### src/rtl/sb_rr_arbiter_if.sv
// Requester-side and downstream-side handshake bundle for sb_rr_arbiter.
// The slave modport is the arbiter's view; master is the view of whoever drives it.
interface sb_rr_arbiter_if #(
    parameter int NUM_REQ    = 4,
    parameter int DATA_WIDTH = 8,
    parameter int ID_WIDTH   = (NUM_REQ > 1) ? $clog2(NUM_REQ) : 1
);
    logic [NUM_REQ*DATA_WIDTH-1:0] req_data_i;
    logic [NUM_REQ-1:0]            req_last_i;
    logic [NUM_REQ-1:0]            req_valid_i;
    logic [NUM_REQ-1:0]            req_ready_o;
    logic [DATA_WIDTH-1:0]         out_data_o;
    logic [ID_WIDTH-1:0]           out_id_o;
    logic                          out_last_o;
    logic                          out_valid_o;
    logic                          out_ready_i;
    logic                          lock_o;

    modport slave (
        input  req_data_i, req_last_i, req_valid_i, out_ready_i,
        output req_ready_o, out_data_o, out_id_o, out_last_o, out_valid_o, lock_o
    );

    modport master (
        output req_data_i, req_last_i, req_valid_i, out_ready_i,
        input  req_ready_o, out_data_o, out_id_o, out_last_o, out_valid_o, lock_o
    );
endinterface

### src/rtl/sb_rr_arbiter.sv
// N-to-1 round-robin arbiter with packet lock and a registered, ID-tagged output stage.
// A packet's grant is held from its first accepted beat until its last beat is accepted.
module sb_rr_arbiter #(
    parameter int NUM_REQ    = 4,
    parameter int DATA_WIDTH = 8
) (
    input  logic            clk,
    input  logic            rst_n,
    sb_rr_arbiter_if.slave  arb
);
    localparam int ID_WIDTH = (NUM_REQ > 1) ? $clog2(NUM_REQ) : 1;

    typedef enum logic [0:0] {
        ST_IDLE   = 1'b0,
        ST_LOCKED = 1'b1
    } state_t;

    state_t                r_state, w_state_nxt;
    logic [ID_WIDTH-1:0]   r_rr_ptr, w_rr_ptr_nxt;
    logic [ID_WIDTH-1:0]   r_lock_id, w_lock_id_nxt;
    logic [ID_WIDTH-1:0]   w_grant, w_grant_inc;
    logic                  w_grant_vld, w_grant_last;
    logic                  w_stage_free, w_accept;

    logic [DATA_WIDTH-1:0] r_out_data;
    logic [ID_WIDTH-1:0]   r_out_id;
    logic                  r_out_last, r_out_valid;

    // Grant selection: locked requester only, otherwise first valid at or after rr_ptr.
    // NOTE: every variable gets a default before any branch, so no path leaves it unassigned and no latch is inferred.
    always_comb begin
        int idx;
        w_grant     = r_rr_ptr;
        w_grant_vld = 1'b0;
        idx         = 0;
        if (r_state == ST_LOCKED) begin
            w_grant     = r_lock_id;
            w_grant_vld = arb.req_valid_i[r_lock_id];
        end else begin
            // Walk offsets high to low so the smallest offset with a valid request wins.
            for (int k = NUM_REQ - 1; k >= 0; k--) begin
                idx = int'(r_rr_ptr) + k;
                if (idx >= NUM_REQ) idx = idx - NUM_REQ;
                if (arb.req_valid_i[idx]) begin
                    w_grant     = ID_WIDTH'(idx);
                    w_grant_vld = 1'b1;
                end
            end
        end
    end

    assign w_grant_last = arb.req_last_i[w_grant];
    assign w_stage_free = ~r_out_valid | arb.out_ready_i;
    assign w_accept     = rst_n & w_grant_vld & w_stage_free;
    assign w_grant_inc  = (w_grant == ID_WIDTH'(NUM_REQ - 1)) ? '0 : w_grant + ID_WIDTH'(1);

    always_comb begin
        arb.req_ready_o          = '0;
        arb.req_ready_o[w_grant] = w_accept;
    end

    always_comb begin
        w_state_nxt   = r_state;
        w_rr_ptr_nxt  = r_rr_ptr;
        w_lock_id_nxt = r_lock_id;
        if (w_accept) begin
            if (w_grant_last) begin
                w_state_nxt  = ST_IDLE;
                w_rr_ptr_nxt = w_grant_inc;
            end else begin
                w_state_nxt   = ST_LOCKED;
                w_lock_id_nxt = w_grant;
            end
        end
    end

    // NOTE: clocked state uses non-blocking assignments so every register samples pre-edge values.
    always_ff @(posedge clk) begin
        if (!rst_n) begin
            r_state   <= ST_IDLE;
            r_rr_ptr  <= '0;
            r_lock_id <= '0;
        end else begin
            r_state   <= w_state_nxt;
            r_rr_ptr  <= w_rr_ptr_nxt;
            r_lock_id <= w_lock_id_nxt;
        end
    end

    // Output stage reloads on accept even when popping in the same cycle, keeping full rate.
    always_ff @(posedge clk) begin
        if (!rst_n) begin
            r_out_valid <= 1'b0;
            r_out_data  <= '0;
            r_out_id    <= '0;
            r_out_last  <= 1'b0;
        end else if (w_accept) begin
            r_out_valid <= 1'b1;
            r_out_data  <= arb.req_data_i[w_grant*DATA_WIDTH +: DATA_WIDTH];
            r_out_id    <= w_grant;
            r_out_last  <= w_grant_last;
        end else if (arb.out_ready_i) begin
            r_out_valid <= 1'b0;
        end
    end

    assign arb.out_valid_o = r_out_valid;
    assign arb.out_data_o  = r_out_data;
    assign arb.out_id_o    = r_out_id;
    assign arb.out_last_o  = r_out_last;
    assign arb.lock_o      = (r_state == ST_LOCKED);
endmodule

### src/flat_wrapper.sv
// flat-port wrapper written by rule: the top's interface ports become plain ports
module sb_rr_arbiter_flat 
#(
    parameter int NUM_REQ    = 4,
    parameter int DATA_WIDTH = 8
)
  (clk, rst_n, arb_req_data_i, arb_req_last_i, arb_req_valid_i, arb_out_ready_i, arb_req_ready_o, arb_out_data_o, arb_out_id_o, arb_out_last_o, arb_out_valid_o, arb_lock_o);
  sb_rr_arbiter_if #(.NUM_REQ(NUM_REQ), .DATA_WIDTH(DATA_WIDTH)) arb_i ();
  input  logic clk;
  input  logic rst_n;
  input wire logic [$bits(arb_i.req_data_i)-1:0] arb_req_data_i;
  input wire logic [$bits(arb_i.req_last_i)-1:0] arb_req_last_i;
  input wire logic [$bits(arb_i.req_valid_i)-1:0] arb_req_valid_i;
  input wire logic [$bits(arb_i.out_ready_i)-1:0] arb_out_ready_i;
  output wire logic [$bits(arb_i.req_ready_o)-1:0] arb_req_ready_o;
  output wire logic [$bits(arb_i.out_data_o)-1:0] arb_out_data_o;
  output wire logic [$bits(arb_i.out_id_o)-1:0] arb_out_id_o;
  output wire logic [$bits(arb_i.out_last_o)-1:0] arb_out_last_o;
  output wire logic [$bits(arb_i.out_valid_o)-1:0] arb_out_valid_o;
  output wire logic [$bits(arb_i.lock_o)-1:0] arb_lock_o;
  assign arb_i.req_data_i = arb_req_data_i;
  assign arb_i.req_last_i = arb_req_last_i;
  assign arb_i.req_valid_i = arb_req_valid_i;
  assign arb_i.out_ready_i = arb_out_ready_i;
  assign arb_req_ready_o = arb_i.req_ready_o;
  assign arb_out_data_o = arb_i.out_data_o;
  assign arb_out_id_o = arb_i.out_id_o;
  assign arb_out_last_o = arb_i.out_last_o;
  assign arb_out_valid_o = arb_i.out_valid_o;
  assign arb_lock_o = arb_i.lock_o;
  sb_rr_arbiter #(.NUM_REQ(NUM_REQ), .DATA_WIDTH(DATA_WIDTH)) u_core (.clk(clk), .rst_n(rst_n), .arb(arb_i));
endmodule
### config.mk
export PLATFORM = sky130hd
export DESIGN_NAME = sb_rr_arbiter_flat
export DESIGN_NICKNAME = d
export VERILOG_FILES = /design/src/rtl/sb_rr_arbiter_if.sv /design/src/rtl/sb_rr_arbiter.sv /design/src/flat_wrapper.sv
export SDC_FILE = /design/constraint.sdc
export NUM_CORES = 1
export LEC_CHECK = 0
export CORE_MARGIN = 4
export CORE_UTILIZATION = 45
export CTS_BUF_LIST = sky130_fd_sc_hd__clkbuf_8
export CTS_CLUSTER_DIAMETER = 200
export DETAILED_ROUTE_END_ITERATION = 12
export MAX_ROUTING_LAYER = met4
export PLACE_DENSITY = 0.88
export SYNTH_ARGS = -nofsm -noshare
export SYNTH_HDL_FRONTEND = slang
export SYNTH_SLANG_ARGS = --single-unit
### constraint.sdc
create_clock -name clk -period 6.45 [get_ports clk]
set_input_delay 1.6125 -clock clk [delete_from_list [all_inputs] [get_ports clk]]
set_output_delay 1.6125 -clock clk [all_outputs]
set_load 0.005 [all_outputs]
==> impl_metrics.sql, run 1 <==
INSERT INTO impl_metrics (metric_group, metric, value, unit) VALUES
('worst_hold_path', 'min_to', 'u_core.arb.out_last_o$_SDFFE_PN0P_', ''),
('worst_setup_path', 'crit_path_max_fanout', '12', ''),
('sta', 'final.setup.worst_slack', '0.730', 'ns'),
('cells_and_area', 'design.final.nets', '241', ''),
('worst_hold_path', 'timing.hold.worst.start', 'u_core.arb.out_last_o$_SDFFE_PN0P_', ''),
('detailed_routing', 'first_iter_violations', '82', ''),
('power', 'worst_ir_drop_vdd', '0.000174', 'V'),
('detailed_routing', 'postRouteAntennaNets', '0', ''),
('detailed_routing', 'drc', '0', ''),
('sta', 'max_freq', '0.175', 'GHz'),
('global_routing', 'grt_pass1_wl', '5440', 'um'),
('floorplan', 'fp.coreArea', '2540', 'um2'),
('sta', 'hold_viol', '0', ''),
('sta', 'max_slew.worst_pin.slew', '0.480', 'ns'),
('sta', 'tns', '0', 'ns'),
('floorplan', 'floorplan.die.height', '60.2', 'um'),
('worst_setup_path', 'worst_setup_ep_type', 'primary output', ''),
('power', 'post-layout-total-power', '0.390', 'mW'),
('cells_and_area', 'final_area', '1890', 'um2'),
('worst_hold_path', 'min_delay_path_depth', '2', ''),
('global_routing', 'grtUsageTotal', '20.8', '%'),
('sta', 'drv_slew', '0', ''),
('sta', 'finalSetupViolCount', '0', ''),
('cells_and_area', 'antenna_cells', '0', ''),
('global_routing', 'grt_residual_overflow', '0', ''),
('flow_run', 'maxCapViolations', '0', ''),
('global_routing', 'maximum_number_of_pins_on_one_net_before_global_route_repair', '23', ''),
('placement', 'rd_place_congestion', '0.843', ''),
('worst_setup_path', 'timing.rr.start', 'u_core.r_lock_id[0]$_SDFFE_PN0P_', ''),
('placement', 'dpl_cells', '219', ''),
('synthesis', 'synthesis.yosys.warnings', '0', ''),
('clock_network', 'cts_resized', '0', ''),
('floorplan', 'die_area', '3620', 'um2'),
('placement', 'portBuffers', '59', ''),
('worst_setup_path', 'critPathMaxStageDelay', '0.50', 'ns'),
('floorplan', 'chip_width', '60.2', 'um'),
('synthesis', 'dominantRegCellSynth', 'sky130_fd_sc_hd__dfxtp_1', ''),
('detailed_routing', 'finalWirelength', '3460', 'um'),
('clock_network', 'number_of_hold_repair_buffers_added_at_the_cts_stage', '0', ''),
('placement', 'place_worst_setup_slack', '0.768', 'ns'),
('power', 'power.leakage', '0.847', 'nW'),
('worst_setup_path', 'timing.critical_path.arrival', '4.11', 'ns'),
('outcome', 'result_of_the_run', 'completed', ''),
('floorplan', 'std_cell_rows', '18', ''),
('worst_setup_path', 'critPathKind', 'in2out', ''),
('worst_setup_path', 'reg2reg_to', 'u_core.r_rr_ptr[1]$_SDFFE_PN0P_', ''),
('synthesis', 'post_synth_main_area_contributors', 'sky130_fd_sc_hd__dfxtp_1, sky130_fd_sc_hd__mux2i_1, sky130_fd_sc_hd__o221ai_1', ''),
('synthesis', 'post_synth_inst_count', '133', ''),
('sta', 'timing.max_slew.rel_slack', '67.8', '%'),
('worst_setup_path', 'timing.critical_path.cells', 'clkdlybuf4s50_1 -> nor2b_1 -> a211oi_1 -> o21ai_1 -> and2_1 -> buf_4 -> inv_1 -> ha_1 -> and2_1 -> clkdlybuf4s50_1', ''),
('worst_setup_path', 'slowest_stage', 'sky130_fd_sc_hd__clkdlybuf4s50_1', ''),
('synthesis', 'synth.ff_latch_count', '17', ''),
('clock_network', 'cts_root_buf', 'sky130_fd_sc_hd__clkbuf_8', ''),
('synthesis', 'synth.top_cell.area_share', '27.8', '%'),
('synthesis', 'synth_nets', '180', ''),
('sta', 'fin_skew', '0.00467', 'ns'),
('synthesis', 'fraction_of_registers_with_async_set_or_reset_after_synthesis', '0', '%'),
('placement', 'post_place_instance_area', '1850', 'um2'),
('cells_and_area', 'area.growth.synth_to_final', '54.2', '%'),
('synthesis', 'synth_area_leader_cell', 'sky130_fd_sc_hd__dfxtp_1', ''),
('floorplan', 'initial_utilization', '48.2', '%'),
('synthesis', 'yosys_cell_types', '45', ''),
('floorplan', 'io_pins', '60', ''),
('synthesis', 'syn_area', '1230', 'um2'),
('global_routing', 'antenna_found_initial', '0', ''),
('cells_and_area', 'finish.cell_count_without_fillers', '223', ''),
('worst_setup_path', 'start_kind', 'input port', ''),
('worst_setup_path', 'worst-r2r-setup-slack', '4.40', 'ns'),
('cells_and_area', 'layout-drive-gt1-share', '11.4', '%'),
('global_routing', 'grt_pass1_vias', '1247', ''),
('sta', 'hold_ws', '0.454', 'ns');
[worst max path at each step]
stage,startpoint,end,slack (ns),cells after the start
final,arb_req_valid_i[0],arb_req_ready_o[3],0.73,10
after CTS,arb_req_valid_i[0],arb_req_ready_o[3],0.74,10
after floorplan,arb_req_valid_i[3],arb_req_ready_o[1],1.94,8
after global routing,arb_req_valid_i[0],arb_req_ready_o[3],0.54,10
after detailed placement,arb_req_valid_i[0],arb_req_ready_o[3],0.77,10
after global placement,arb_req_valid_i[0],arb_req_ready_o[1],0.90,10
[routing by layer]
metal / vias to the layer above / global-route usage [%] / part of all wire, %
met5: - / - / 0
met3: 6 / 4.32 / 8.3
met2: 57 / 35.0 / 47
met4: 0 / 8.54 / 1.6
li1: 623 / - / -
met1: 557 / 23.6 / 43
[cell usage after synthesis (3+ instances only)]
master,number
sky130_fd_sc_hd__mux2i_1,19
sky130_fd_sc_hd__dfxtp_1,17
sky130_fd_sc_hd__nand2_1,12
sky130_fd_sc_hd__nand3_1,11
sky130_fd_sc_hd__o221ai_1,8
sky130_fd_sc_hd__and2_1,6
sky130_fd_sc_hd__ha_1,4
sky130_fd_sc_hd__inv_1,4
sky130_fd_sc_hd__and3_1,3
sky130_fd_sc_hd__nand2b_1,3
sky130_fd_sc_hd__o211a_1,3
[worst max-delay path, delay by kind of cell]
| family | cells | cell delay, ns |
|---|---|---|
| AO/OA/AOI/OAI | 2 | 0.54 |
| buffers and inverters | 4 | 1.30 |
| adder cells (fa/ha/maj) | 1 | 0.16 |
| AND/OR/NAND/NOR | 3 | 0.49 |
[flip-flops by register name (all words and copies together), names as in the netlist]
name and count:
u_core.arb.out_data_o 8, u_core.arb.out_id_o 2, u_core.r_lock_id 2, u_core.r_rr_ptr 2
u_core.arb.lock_o 1, u_core.arb.out_last_o 1, u_core.arb.out_valid_o 1
[layout by cell type, fill, tap and decap left out, types with 3 or more instances in the layout]
cell type,netlist,routed
sky130_fd_sc_hd__buf_4,2,3
sky130_fd_sc_hd__o221ai_1,8,8
sky130_fd_sc_hd__mux2i_1,19,19
sky130_fd_sc_hd__dfxtp_1,17,17
sky130_fd_sc_hd__clkbuf_8,0,3
sky130_fd_sc_hd__nand2b_1,3,3
sky130_fd_sc_hd__inv_1,4,5
sky130_fd_sc_hd__ha_1,4,4
sky130_fd_sc_hd__and2_1,6,6
sky130_fd_sc_hd__nand2_1,12,12
sky130_fd_sc_hd__clkdlybuf4s50_1,0,59
sky130_fd_sc_hd__and3_1,3,3
sky130_fd_sc_hd__nand3_1,11,11
sky130_fd_sc_hd__o211a_1,3,3
[power by group]
part / internal (mW) / switching (mW)
logic: 0.0999 / 0.0758
registers: 0.123 / 0.0138
clock network: 0.0422 / 0.0357
total: 0.265 / 0.125
[layout make-up]
cell class / instances / area, um2
clock inverter: 1 / 3.75
inverter: 5 / 23.8
sequential: 17 / 340
clock buffer: 3 / 41.3
timing repair buffer: 62 / 613
fill: 179 / 654
multi-input combinational: 105 / 831
tap: 30 / 37.5
[cell families (layout without fill, tap and decap cells)]
logic type	Yosys count	after routing	share of synthesized area, %
simple gates	52	52	25.1
compound gates	29	29	21.2
mux	20	20	17.3
flops	17	17	27.8
buf+inv	11	71	4.49
fa+ha+maj	4	4	4.08
No activity file was read; power rests on OpenSTA's default activity.
==> inputs of run 2 (changes only) <==
- CORE_MARGIN: 4 -> 2
- CTS_CLUSTER_SIZE: default -> 40
==> run 2 against run 1 <==
Sequential cell count stayed put. Combinational power fell by 3%. Clock skew is essentially flat. Clock-buffer cell count did not move. Total power shrank 0.94%. Global-route usage rose by 1.6 points. Wire length decreased by 0.81%. Die area fell by 13%. Design area is 0.40% lower. Worst setup slack improved by 0.21 ns. Register-to-register slack about the same. Largest cell class unchanged.
==> impl_metrics.sql, run 2 (synthesis gave the netlist of run 1 again) <==
INSERT INTO impl_metrics (metric_group, metric, value, unit) VALUES
('outcome', 'result_of_the_run', 'completed', ''),
('floorplan', 'initial_utilization', '48.6', '%'),
('clock_network', 'cts_buffers', '3', ''),
('floorplan', 'die_area', '3160', 'um2'),
('sta', 'tns', '0', 'ns'),
('power', 'worst_ir_drop_vdd', '0.000242', 'V'),
('worst_setup_path', 'crit_path_max_fanout', '6', ''),
('global_routing', 'grt_pass1_vias', '1233', ''),
('placement', 'rd_place_congestion', '0.804', ''),
('cells_and_area', 'layout_commonest_cell', 'sky130_fd_sc_hd__clkdlybuf4s50_1', ''),
('floorplan', 'io_pins', '60', ''),
('sta', 'timing.max_slew.rel_slack', '68.4', '%'),
('worst_setup_path', 'critPathKind', 'in2out', ''),
('detailed_routing', 'vias', '1261', ''),
('placement', 'portBuffers', '59', ''),
('clock_network', 'cts_max_path_buffers', '2', ''),
('worst_hold_path', 'worstHoldPathType', 'reg2reg', ''),
('cells_and_area', 'design.final.nets', '240', ''),
('global_routing', 'grt_pass1_wl', '5580', 'um'),
('cells_and_area', 'area.growth.synth_to_final', '53.6', '%'),
('sta', 'fin_skew', '0.00443', 'ns'),
('flow_run', 'maxCapViolations', '0', ''),
('cells_and_area', 'layout_common_cells', 'sky130_fd_sc_hd__clkdlybuf4s50_1, sky130_fd_sc_hd__mux2i_1, sky130_fd_sc_hd__dfxtp_1', ''),
('detailed_routing', 'first_iter_violations', '28', ''),
('floorplan', 'floorplan.die.height', '56.2', 'um'),
('clock_network', 'cts.repair_timing.setup_buffer_count', '0', ''),
('clock_network', 'clock-sinks', '17', ''),
('detailed_routing', 'via_per_inst', '5.68', ''),
('worst_setup_path', 'timing.critical_path.arrival', '3.90', 'ns'),
('sta', 'final_period_minus_worst_setup_slack', '5.51', 'ns'),
('floorplan', 'fp.coreArea', '2520', 'um2'),
('clock_network', 'cts_root_buf', 'sky130_fd_sc_hd__clkbuf_8', ''),
('sta', 'unrepaired_setup_endpoints_after_global_routing', 'no', ''),
('placement', 'sum_of_net_half_perimeters_after_detailed_placement', '2680', 'um'),
('clock_network', 'number_of_hold_repair_buffers_added_at_the_cts_stage', '0', ''),
('global_routing', 'grtUsageTotal', '22.3', '%'),
('clock_network', 'clk_transition_reported_paths', '0.06', 'ns'),
('cells_and_area', 'antenna_cells', '0', ''),
('power', 'power_density', '205', 'nW/um2'),
('global_routing', 'grt_residual_overflow', '0', ''),
('worst_setup_path', 'worst_setup_ep_type', 'primary output', ''),
('clock_network', 'cts_resized', '0', ''),
('cells_and_area', 'largest_register_ff_count', '8', ''),
('cells_and_area', 'layout-drive-gt1-share', '10.9', '%'),
('clock_network', 'clk-insertion-delay-late', '0.26', 'ns'),
('detailed_routing', 'wl_per_cell', '15.4', 'um'),
('sta', 'finalSetupViolCount', '0', ''),
('detailed_routing', 'postRouteAntennaNets', '0', ''),
('sta', 'final_worst_path_cycle_share', '85.4', '%'),
('global_routing', 'maximum_number_of_pins_on_one_net_before_global_route_repair', '23', ''),
('worst_setup_path', 'required_time_of_the_critical_path', '4.84', 'ns'),
('cells_and_area', 'fill_cells', '192', ''),
('detailed_routing', 'drt_pass1_iterations', '4', ''),
('clock_network', 'htree_num_levels', '1', ''),
('floorplan', 'std_cell_rows', '18', ''),
('sta', 'hold_viol', '0', ''),
('detailed_routing', 'finalWirelength', '3430', 'um'),
('detailed_routing', 'drc', '0', ''),
('power', 'power.leakage', '0.843', 'nW'),
('placement', 'place_worst_setup_slack', '0.984', 'ns'),
('sta', 'max_freq', '0.181', 'GHz'),
('worst_setup_path', 'start_kind', 'input port', ''),
('clock_network', 'tritoncts_clock_tree', 'yes', ''),
('floorplan', 'chip_width', '56.2', 'um'),
('sta', 'final.setup.worst_slack', '0.940', 'ns'),
('sta', 'max_slew.worst_pin.slew', '0.470', 'ns'),
('sta', 'drv_slew', '0', ''),
('global_routing', 'antenna_found_initial', '0', '');
==> run 2: changes by cell type in the layout (fill, tap and decap cells not counted) <==
| cell | previous run | this run |
|---|---|---|
| sky130_fd_sc_hd__buf_4 | 3 | 2 |
==> run 2: power by group <==
group          switching (mW)  leakage (nW)  internal, mW
registers              0.0141         0.140         0.123
clock network          0.0367        0.0269        0.0423
logic                  0.0721         0.675        0.0985
==> run 2: cell type report <==
class                   count  area (um2)  area share [%]
multi-input cells         105         831            44.1
repair buffers             61         606            32.2
flip-flops and latches     17         340            18.1
clock buffers               3        41.3            2.19
well taps                  30        37.5            1.99
inverters                   5        23.8            1.26
clock inverters             1        3.75           0.199
==> run 2: path summary, 6_finish.rpt <==
check	start	end	slack [ns]	cells past startpoint
worst max-delay path	arb_req_valid_i[0]	arb_req_ready_o[3]	0.94	9
worst min-delay path	u_core.arb.out_last_o$_SDFFE_PN0P_	u_core.arb.out_last_o$_SDFFE_PN0P_	0.45	2
worst max register to register	u_core.r_lock_id[0]$_SDFFE_PN0P_	u_core.r_rr_ptr[0]$_SDFFE_PN0P_	4.39	6
worst min register to register	u_core.arb.out_last_o$_SDFFE_PN0P_	u_core.arb.out_last_o$_SDFFE_PN0P_	0.45	2
==> run 2: critical path, stage by stage <==
cell	delay [ns]
sky130_fd_sc_hd__clkdlybuf4s50_1	0.51
sky130_fd_sc_hd__nor2b_1	0.21
sky130_fd_sc_hd__a211oi_1	0.35
sky130_fd_sc_hd__o21ai_1	0.12
sky130_fd_sc_hd__and2_1	0.21
sky130_fd_sc_hd__inv_1	0.11
sky130_fd_sc_hd__ha_1	0.16
sky130_fd_sc_hd__and2_1	0.12
sky130_fd_sc_hd__clkdlybuf4s50_1	0.50
==> run 2: routing by layer <==
metal  vias up  track usage, %  wire, um
li1        622               -         -
met1       587            23.8      1370
met2        45            41.5      1850
met3         7            4.19       158
met4         0            6.46        47
met5         -               -         0
==> run 2: stage by stage <==
stage	hold slack (ns)	utilization [%]	power (mW)	cell area (um2)	cells
finish	0.452	74.7	0.387	1880	222
floorplan	0.451	-	0.231	1230	133
global placement	0.440	72.9	0.305	1840	218
CTS	0.453	74.7	0.388	1880	222
global route	0.473	74.7	0.405	1880	222
detailed placement	0.445	72.9	0.309	1840	218
==> inputs of run 3 (changes only) <==
- CORE_MARGIN: 2 -> default
- PLACE_DENSITY: 0.88 -> default
- PLACE_DENSITY_LB_ADDON: default -> 0.05
==> run 3 against run 2 <==
Combinational power hardly changed. Total power rose by 0.86%. Worst setup slack worse by 0.056 ns. Highest routed layer unchanged. Critical endpoint is now arb_req_ready_o[1]. First-iteration DRC count down 11%. Critical path depth unchanged. Die area down 7.0%. Sequential cell count unchanged. Global-route usage up 1.7 points. Sequential share of layout area about the same.
==> impl_metrics.sql, run 3 (synthesis gave the netlist of run 1 again) <==
INSERT INTO impl_metrics (metric_group, metric, value, unit) VALUES
('cells_and_area', 'layout-drive-gt1-share', '11.5', '%'),
('clock_network', 'cts.repair_timing.setup_buffer_count', '0', ''),
('worst_hold_path', 'worstHoldPathType', 'reg2reg', ''),
('worst_setup_path', 'crit_path_max_fanout', '6', ''),
('placement', 'rd_place_congestion', '0.849', ''),
('worst_setup_path', 'r2r.worst_path.cells', '6', ''),
('cells_and_area', 'area.growth.synth_to_final', '53.7', '%'),
('worst_setup_path', 'start_kind', 'input port', ''),
('worst_setup_path', 'timing.critical_path.arrival', '3.95', 'ns'),
('detailed_routing', 'vias', '1276', ''),
('global_routing', 'grt_residual_overflow', '0', ''),
('clock_network', 'number_of_hold_repair_buffers_added_at_the_cts_stage', '0', ''),
('detailed_routing', 'via_per_inst', '5.75', ''),
('worst_setup_path', 'slowest_stage', 'sky130_fd_sc_hd__clkdlybuf4s50_1', ''),
('placement', 'portBuffers', '59', ''),
('detailed_routing', 'wl_per_cell', '14.6', 'um'),
('cells_and_area', 'layout_common_cells', 'sky130_fd_sc_hd__clkdlybuf4s50_1, sky130_fd_sc_hd__mux2i_1, sky130_fd_sc_hd__dfxtp_1', ''),
('placement', 'sum_of_net_half_perimeters_after_detailed_placement', '2460', 'um'),
('clock_network', 'tritoncts_clock_tree', 'yes', ''),
('floorplan', 'io_pins', '60', ''),
('detailed_routing', 'drc', '0', ''),
('sta', 'hold_viol', '0', ''),
('global_routing', 'gr-usage-met3', '1.98', '%'),
('global_routing', 'grt_use_met1', '30.5', '%'),
('sta', 'final_worst_path_cycle_share', '86.3', '%'),
('floorplan', 'std_cell_rows', '18', ''),
('floorplan', 'die_area', '2940', 'um2'),
('sta', 'drv_slew', '0', ''),
('power', 'power_density', '207', 'nW/um2'),
('sta', 'final_period_minus_worst_setup_slack', '5.57', 'ns'),
('cells_and_area', 'finish.cell_count_without_fillers', '222', ''),
('worst_setup_path', 'cpLargestDelayFamily', 'buffers and inverters', ''),
('cells_and_area', 'design.final.nets', '240', ''),
('worst_setup_path', 'worst_setup_ep_type', 'primary output', ''),
('worst_setup_path', 'timing.critical_path.cells', 'clkdlybuf4s50_1 -> nor2b_1 -> a211oi_1 -> o21ai_1 -> and2_1 -> inv_1 -> ha_1 -> and2_1 -> clkdlybuf4s50_1', ''),
('detailed_routing', 'first_iter_violations', '25', ''),
('worst_hold_path', 'timing.hold.worst.start', 'u_core.arb.out_last_o$_SDFFE_PN0P_', ''),
('clock_network', 'cts_root_buf', 'sky130_fd_sc_hd__clkbuf_8', ''),
('worst_setup_path', 'critPathMaxStageDelay', '0.52', 'ns'),
('worst_setup_path', 'timing.rr.start', 'u_core.r_lock_id[0]$_SDFFE_PN0P_', ''),
('clock_network', 'cts_resized', '0', ''),
('worst_hold_path', 'min_to', 'u_core.arb.out_last_o$_SDFFE_PN0P_', ''),
('worst_setup_path', 'reg2reg_to', 'u_core.r_rr_ptr[1]$_SDFFE_PN0P_', ''),
('power', 'power.leakage', '0.841', 'nW'),
('global_routing', 'grt.met2_usage', '39.2', '%'),
('global_routing', 'grt_pass1_wl', '4970', 'um'),
('worst_setup_path', 'critPathKind', 'in2out', ''),
('cells_and_area', 'largest_register_ff_count', '8', ''),
('sta', 'max_slew.worst_pin.slew', '0.470', 'ns'),
('sta', 'tns', '0', 'ns'),
('flow_run', 'maxCapViolations', '0', ''),
('clock_network', 'cts_max_path_buffers', '2', ''),
('sta', 'fin_skew', '0.00272', 'ns'),
('outcome', 'result_of_the_run', 'completed', ''),
('floorplan', 'fp.coreArea', '2520', 'um2'),
('detailed_routing', 'postRouteAntennaNets', '0', ''),
('clock_network', 'clk_transition_reported_paths', '0.07', 'ns'),
('detailed_routing', 'finalWirelength', '3250', 'um'),
('sta', 'finalSetupViolCount', '0', ''),
('global_routing', 'grt_pass1_vias', '1113', ''),
('worst_setup_path', 'critical_path.n_buffers_inverters', '3', ''),
('global_routing', 'antenna_found_initial', '0', ''),
('floorplan', 'initial_utilization', '48.6', '%'),
('placement', 'post_place_instance_area', '1840', 'um2'),
('placement', 'dpl_cells', '218', ''),
('clock_network', 'clock-sinks', '17', ''),
('global_routing', 'global_route.peak_usage_layer', 'met2', ''),
('floorplan', 'floorplan.die.height', '54.2', 'um'),
('floorplan', 'chip_width', '54.2', 'um'),
('worst_setup_path', 'required_time_of_the_critical_path', '4.84', 'ns'),
('sta', 'max_freq', '0.180', 'GHz'),
('sta', 'unrepaired_setup_endpoints_after_global_routing', 'no', ''),
('clock_network', 'htree_num_levels', '1', ''),
('cells_and_area', 'final_area', '1880', 'um2'),
('worst_setup_path', 'worst-r2r-setup-slack', '4.41', 'ns'),
('global_routing', 'maximum_number_of_pins_on_one_net_before_global_route_repair', '23', ''),
('clock_network', 'cts_buffers', '3', ''),
('sta', 'timing.max_slew.rel_slack', '68.4', '%'),
('cells_and_area', 'antenna_cells', '0', ''),
('worst_hold_path', 'min_delay_path_depth', '2', ''),
('global_routing', 'grtUsageTotal', '24.1', '%'),
('clock_network', 'clk-insertion-delay-late', '0.26', 'ns'),
('detailed_routing', 'drt_pass1_iterations', '4', ''),
('power', 'worst_ir_drop_vdd', '0.000147', 'V'),
('cells_and_area', 'layout_commonest_cell', 'sky130_fd_sc_hd__clkdlybuf4s50_1', '');
## run 3: changes by cell type in the layout (fill, tap and decap cells not counted), sizes merged
cell	change
inv	-1
clkinv	+1
## run 3: final cells by class
class	instances	area [um2]
clock buffers	3	41.3
clock inverters	1	5.00
fillers	208	638
inverters	5	23.8
multi-input cells	105	831
flip-flops and latches	17	340
well taps	30	37.5
repair buffers	61	606
## run 3: worst reg2reg max path, stage by stage (launching register included)
cell and delay, ns:
sky130_fd_sc_hd__dfxtp_1 0.42, sky130_fd_sc_hd__mux4_2 0.55, sky130_fd_sc_hd__nor2b_2 0.22, sky130_fd_sc_hd__or3_4 0.26, sky130_fd_sc_hd__nor2_2 0.07, sky130_fd_sc_hd__a22oi_4 0.22
sky130_fd_sc_hd__mux2i_1 0.22
## run 3: metrics by stage
stage | setup WS, ns | utilization [%] | power (mW) | hold slack (ns)
floorplan | 1.94 | - | 0.231 | 0.451
global placement | 1.01 | 72.9 | 0.305 | 0.445
detailed placement | 0.925 | 72.9 | 0.310 | 0.460
CTS | 0.895 | 74.7 | 0.393 | 0.471
global route | 0.699 | 74.7 | 0.414 | 0.507
finish | 0.884 | 74.7 | 0.390 | 0.469
## run 3: worst max path at each step
stage	end	cells past startpoint	start	slack (ns)
4_1_cts	arb_req_ready_o[1]	9	arb_req_valid_i[0]	0.90
6_report	arb_req_ready_o[1]	9	arb_req_valid_i[0]	0.88
5_1_grt	arb_req_ready_o[1]	9	arb_req_valid_i[0]	0.70
3_5_place_dp	arb_req_ready_o[1]	9	arb_req_valid_i[0]	0.92
2_1_floorplan	arb_req_ready_o[1]	8	arb_req_valid_i[3]	1.94
3_3_place_gp	arb_req_ready_o[1]	9	arb_req_valid_i[0]	1.01
## run 3: where the power goes
group	total, mW	internal, mW	switching [mW]
Sequential	0.136	0.123	0.0130
Combinational	0.172	0.0987	0.0738
Clock	0.0817	0.0430	0.0387
Total	0.390	0.264	0.126
## run 3: routing by layer
| layer | part of all wire [%] | routed length [um] |
|---|---|---|
| met1 | 43 | 1400 |
| met2 | 49 | 1590 |
| met3 | 5.8 | 189 |
| met4 | 2.2 | 70 |
| met5 | 0 | 0 |
